`src/rtl/mul_sched.sv`:
```
// rtl/mul_sched.sv - round-robin two-client scheduler and sequencer for the repeated-addition multiplier
module mul_sched #(
  parameter int W = 16
) (
  input  logic         clk,
  input  logic         rst_n,
  input  logic         req0,
  input  logic         req1,
  input  logic [W-1:0] a0,
  input  logic [W-1:0] b0,
  input  logic [W-1:0] a1,
  input  logic [W-1:0] b1,
  output logic         ack0,
  output logic         ack1,
  output logic [W-1:0] result,
  output logic         busy,
  output logic         owner,
  output logic         ldA,
  output logic         ldB,
  output logic         ldP,
  output logic         clrP,
  output logic         decB,
  output logic [W-1:0] dp_data,
  input  logic         eqz,
  input  logic [W-1:0] prod_in
);

  typedef enum logic [2:0] {
    IDLE = 3'd0,
    LDA  = 3'd1,
    LDB  = 3'd2,
    ACC  = 3'd3,
    ACK  = 3'd4
  } state_t;

  state_t state, state_next;
  logic   last_served;
  logic   grant;
  logic   owner_req;

  // On a tie the client that was not served last wins; otherwise whoever asks.
  assign grant     = (req0 && req1) ? ~last_served : req1;
  assign owner_req = owner ? req1 : req0;

  always_ff @(posedge clk or negedge rst_n) begin
    if (!rst_n) begin
      state       <= IDLE;
      owner       <= 1'b0;
      last_served <= 1'b1;
      result      <= '0;
    end else begin
      state <= state_next;
      if (state == IDLE && (req0 || req1)) begin
        owner <= grant;
      end
      if (state == ACC && eqz) begin
        result      <= prod_in;
        last_served <= owner;
      end
    end
  end

  always_comb begin
    state_next = state;
    ack0       = 1'b0;
    ack1       = 1'b0;
    ldA        = 1'b0;
    ldB        = 1'b0;
    ldP        = 1'b0;
    clrP       = 1'b0;
    decB       = 1'b0;
    dp_data    = '0;
    busy       = (state != IDLE);
    case (state)
      IDLE: begin
        if (req0 || req1) begin
          state_next = LDA;
        end
      end
      LDA: begin
        ldA        = 1'b1;
        dp_data    = owner ? a1 : a0;
        state_next = LDB;
      end
      LDB: begin
        ldB        = 1'b1;
        clrP       = 1'b1;
        dp_data    = owner ? b1 : b0;
        state_next = ACC;
      end
      ACC: begin
        ldP  = ~eqz;
        decB = ~eqz;
        if (eqz) begin
          state_next = ACK;
        end
      end
      ACK: begin
        ack0 = ~owner;
        ack1 = owner;
        // A request dropped early still gets a one-cycle ACK.
        if (!owner_req) begin
          state_next = IDLE;
        end
      end
      default: begin
        state_next = IDLE;
      end
    endcase
  end

endmodule

```
`config.mk`:
```
export PLATFORM = sky130hd
export DESIGN_NAME = mul_sched
export DESIGN_NICKNAME = d
export VERILOG_FILES = /design/src/rtl/mul_sched.sv
export SDC_FILE = /design/constraint.sdc
export NUM_CORES = 1
export LEC_CHECK = 0
export CAP_MARGIN = 20
export CORE_MARGIN = 4
export CORE_UTILIZATION = 34
export CTS_CLUSTER_SIZE = 28
export DETAILED_ROUTE_END_ITERATION = 7
export HOLD_SLACK_MARGIN = 0.02
export PLACE_DENSITY = 0.81
export SYNTH_ARGS = -nofsm -noshare
export SYNTH_HDL_FRONTEND = slang
export SYNTH_SLANG_ARGS = --single-unit
```
`constraint.sdc`:
```
create_clock -name clk -period 3.3 [get_ports clk]
set_input_delay 0.495 -clock clk [delete_from_list [all_inputs] [get_ports clk]]
set_output_delay 0.495 -clock clk [all_outputs]
set_load 0.02 [all_outputs]
```
# After elaboration in Yosys (flattened, before gate mapping)

Cells that the tools add are included.

Bits in registers: 21
Output and inout port bits: 41

Multiplexer cells: 14
Reduce and logical (&&, ||, !) cells: 7
Equal/unequal tests: 7
Bitwise gates (word level): 3

Operators by type and width:

| operator           | count |
|---|---|
| $mux 16            | 2 |
| $pmux 16 s2        | 1 |
| $pmux 3 s5         | 1 |
| $mux 3             | 3 |
| $mux 1             | 7 |
| $eq 3x2->1 const B | 2 |
| $ne 2x2->1 const B | 2 |
| $eq 3x1->1 const B | 1 |
| $eq 3x3->1 const B | 1 |
| $logic_and 1x1->1  | 3 |
| $logic_not 3->1    | 1 |
| $not 1->1          | 3 |
| $reduce_and 3->1   | 1 |
| $reduce_bool 3->1  | 1 |
| $ne 2x1->1 const B | 1 |
| $logic_or 1x1->1   | 1 |

# Depth between registers and ports, before layout

Depth after elaboration: 3
Mapped depth: 6

# Least setup slack after synthesis

No wires, ideal clock.

Path kind: register to output
Start: register owner
End: output dp_data[10]
Setup slack: 1,367 ps
Stages on the path, launching flop included: 5
Data required time: 2,805 ps
Arrival time: 1,438 ps
Buffers on the path: 2
Cell sequence: dfrtp_1 -> buf_2 -> buf_2 -> mux2i_1 -> o22ai_1

Cells in the longest elaborated chain, start to end: 2
Elaborated cells between the ends (all ways): 3
Those cells by class: mux: 3

RTL lines:

| what                              | line   | source |
|---|---|---|
| start: declaration                | 17     | `output logic owner,` |
| start signal: assignment          | 54     | `owner <= grant;` |
| $mux 16, on equally long branches | 88, 82 |  |
| $pmux 16 s2 *                     | 74     | `case (state)` |
| end: declaration                  | 23     | `output logic [W-1:0] dp_data,` |

Every way passes the cells marked *; elsewhere a longest branch is shown, timed or not.

# Worst setup path in the final report

Start: register state[0]
End: output dp_data[15]

Cells in the longest elaborated chain, start to end: 2
Elaborated cells between the ends (all ways): 3
Those cells by class: eq/ne: 2; mux: 1

RTL lines:

| what                                     | line | source |
|---|---|---|
| start: declaration                       | 36   | `state_t state, state_next;` |
| start signal: assignment                 | 52   | `state <= state_next;` |
| $eq 3x2->1 or $eq 3x1->1 (tied branches) | 74   |  |
| $pmux 16 s2 *                            | 74   |  |

Marks and branches as above.

==> run_results.csv <==
group,metric,value,unit
clock_network,clk_pin_slew_worst_paths,0.07,ns
route,route.detailed.drc,0,
grt,antenna_found_initial,0,
clock_network,numCtsBuffers,3,
floorplanning,start_util,35.9,%
sta,fin_crit,2.94,ns
route,avgViaCountPerCell,4.98,
worst_setup_path,cp_slowest_cell,"or3b_1",
synthesis,synth_xor_area_share,0,%
power_and_ir_drop,leakage,1.14,nW
synthesis,syn_area,1470,sq um
worst_setup_path,max_stage_delay,0.74,ns
worst_setup_path,crit_arrival,2.44,ns
layout,n_fill_cell,342,
synthesis,ys_seq_elements,21,
sta,rsz0062_at_grt,"false",
worst_setup_path,path_class,"reg -> out",
power_and_ir_drop,power,2.36,mW
grt,grtUsageTotal,17.5,%
power_and_ir_drop,powerDensity,861,nW/um^2
synthesis,syn-num-nets,205,
route,num_vias,1428,
route,dr.pass1.iters,4,
synthesis,synth_top_family_by_area,"multiplexers",
clock_network,cts_root_buf,"clkbuf_8",
sta,fmax,0.340,GHz
floorplanning,row_count,23,
clock_network,cts_tree,"built",
synthesis,synth_compound_area_share,14.6,%
floorplanning,io_pins,126,
worst_setup_path,cp-end-kind,"primary output",
clock_network,clock_sinks,21,
clock_network,ctsHoldBuffers,0,
sta,maxSlewHeadroom,41.9,%
layout,syn_to_final_growth,86.9,%
sta,fin_setup_tns,0,ns
synthesis,synth_cells,120,
sta,worstMarginPinSlew,0.869,ns
floorplanning,die_y,73.7,um
layout,diodes,0,
synthesis,muxShareOfSynthArea,35.6,%
synthesis,syn-mean-instance-area,12.2,sq um
grt,grt_first_pass_wirelength,7270,um
worst_setup_path,critPathBufInv,1,
place,placement.cell_area,2700,sq um
route,drtIter0Drc,62,
worst_setup_path,worst-path-max-fanout,17,
sta,setup_viol,0,
sta,fin_skew,0.000621,ns
sta,period_share,89.1,%
grt,grt_pass1_vias,1345,
layout,fin_nets,323,
grt,overflow,0,
power_and_ir_drop,max-vdd-ir-drop,477,uV
synthesis,synthAdderAreaFrac,0,%
place,routabilityCongestion,0.869,
worst_setup_path,r2r_slack,1.94,ns
synthesis,synth_seq_area_share,35.9,%
sta,hold_viol,0,
clock_network,cts_setup_buffers,0,
place,portBuffers,125,
route,antenna_left,0,
grt,grt_max_degree,36,
clock_network,clk-insertion-delay-late,0.25,ns
place,dp_hpwl,4320,um
worst_setup_path,critPathTopFamily,"simple AND/OR/NAND/NOR gates",
job,max_cap_violations,0,
synthesis,synth_cell_types,23,
synthesis,yosys.area_share.simple,5.89,%
route,routedWlPerCell,18.0,um
clock_network,htreeDepth,1,
floorplanning,dieWidth,73.7,um
worst_setup_path,path_cells,"or3b_1 > o22ai_1 > clkdlybuf4s50_1",
layout,drive_above_1_share,16.0,%
floorplanning,core,4090,sq um
route,postRouteWirelength,5160,um
floorplanning,die_area,5430,sq um
sta,drv_slew,0,
layout,final_cell_mix,"125 x clkdlybuf4s50_1, 33 x mux2i_1, 19 x dfrtp_1",
run_status,status,"complete, no violations",
clock_network,cts_resized,0,
layout,final_common_cell,"clkdlybuf4s50_1",
synthesis,yosysWarnings,0,
layout,design_area,2740,sq um
clock_network,clk_path_buf_depth,2,
worst_setup_path,startpoint_type,"flip-flop",
worst_setup_path,required,2.80,ns
min_path,hp-class,"reg -> reg",
through the flow:
step,setup slack (ns),instances,hold slack [ns],utilization (%)
finish,0.361,287,0.506,67.1
global route,0.257,287,0.528,67.1
CTS,0.344,287,0.512,67.1
detailed placement,0.645,283,0.496,66.0
global placement,0.640,283,0.486,66.0
floorplan,1.37,120,0.199,-
Yosys cell counts (all sizes together):
library cell / number / share of area, %
or3: 1 / 0.51
nor4b: 1 / 0.60
o21bai: 2 / 1.0
o22ai: 17 / 11
o21ai: 1 / 0.34
or3b: 3 / 1.8
a21bo: 2 / 1.4
a31oi: 1 / 0.43
a21oi: 1 / 0.34
mux2: 17 / 13
and4bb: 1 / 0.85
nor2: 2 / 0.51
nand4b: 1 / 1.6
buf: 13 / 7.3
inv: 3 / 0.77
dfstp: 1 / 1.8
dfrtp: 20 / 34
mux2i: 33 / 23
final cells by class:
type / count / area (sq um) / area share [%]
timing repair buffer: 126 / 1270 / 46.4
multi-input combinational: 83 / 822 / 30.0
sequential: 21 / 528 / 19.3
tap: 50 / 62.6 / 2.28
clock buffer: 4 / 45.0 / 1.64
inverter: 3 / 11.3 / 0.411
worst register-to-register path, stage by stage, from the launching register on:
cell and delay (ns):
dfrtp_1 0.53, nand4b_4 0.34, mux2_2 0.38
routing by layer:
| layer | wire (um) | share of wire [%] | GRT usage, % |
|---|---|---|---|
| met1 | 2170 | 42 | 23.4 |
| met2 | 2330 | 45 | 28.2 |
| met3 | 604 | 12 | 4.38 |
| met4 | 61 | 1.2 | 4.02 |
| met5 | 0 | 0 | 0 |
flip-flops by register name (all words and copies together), names as in the netlist:
name,flops
owner,1
state,3
result,16
last_served,1
cell families (layout without fill, tap and decap cells):
logic type             Yosys count  after routing
buffers and inverters           16            133
and+or+nand+nor                  9              9
DFF                             21             21
AOI/OAI and AO/OA               24             24
muxes                           50             50
power breakdown:
group / internal (mW) / switching, mW
Sequential: 0.395 / 0.0997
Combinational: 0.894 / 0.812
Clock: 0.0857 / 0.0731
path summary, 6_finish.rpt:
path	from	to	cells after the start
hold / removal	result[10]	result[10]	1
max in group asynchronous	rst_n	owner	1
hold reg to reg	result[10]	result[10]	1
min in group asynchronous	rst_n	result[4]	1
setup / recovery	state[0]	dp_data[15]	3
setup reg to reg	state[0]	result[8]	2
Power figures use the tool's default switching activity.
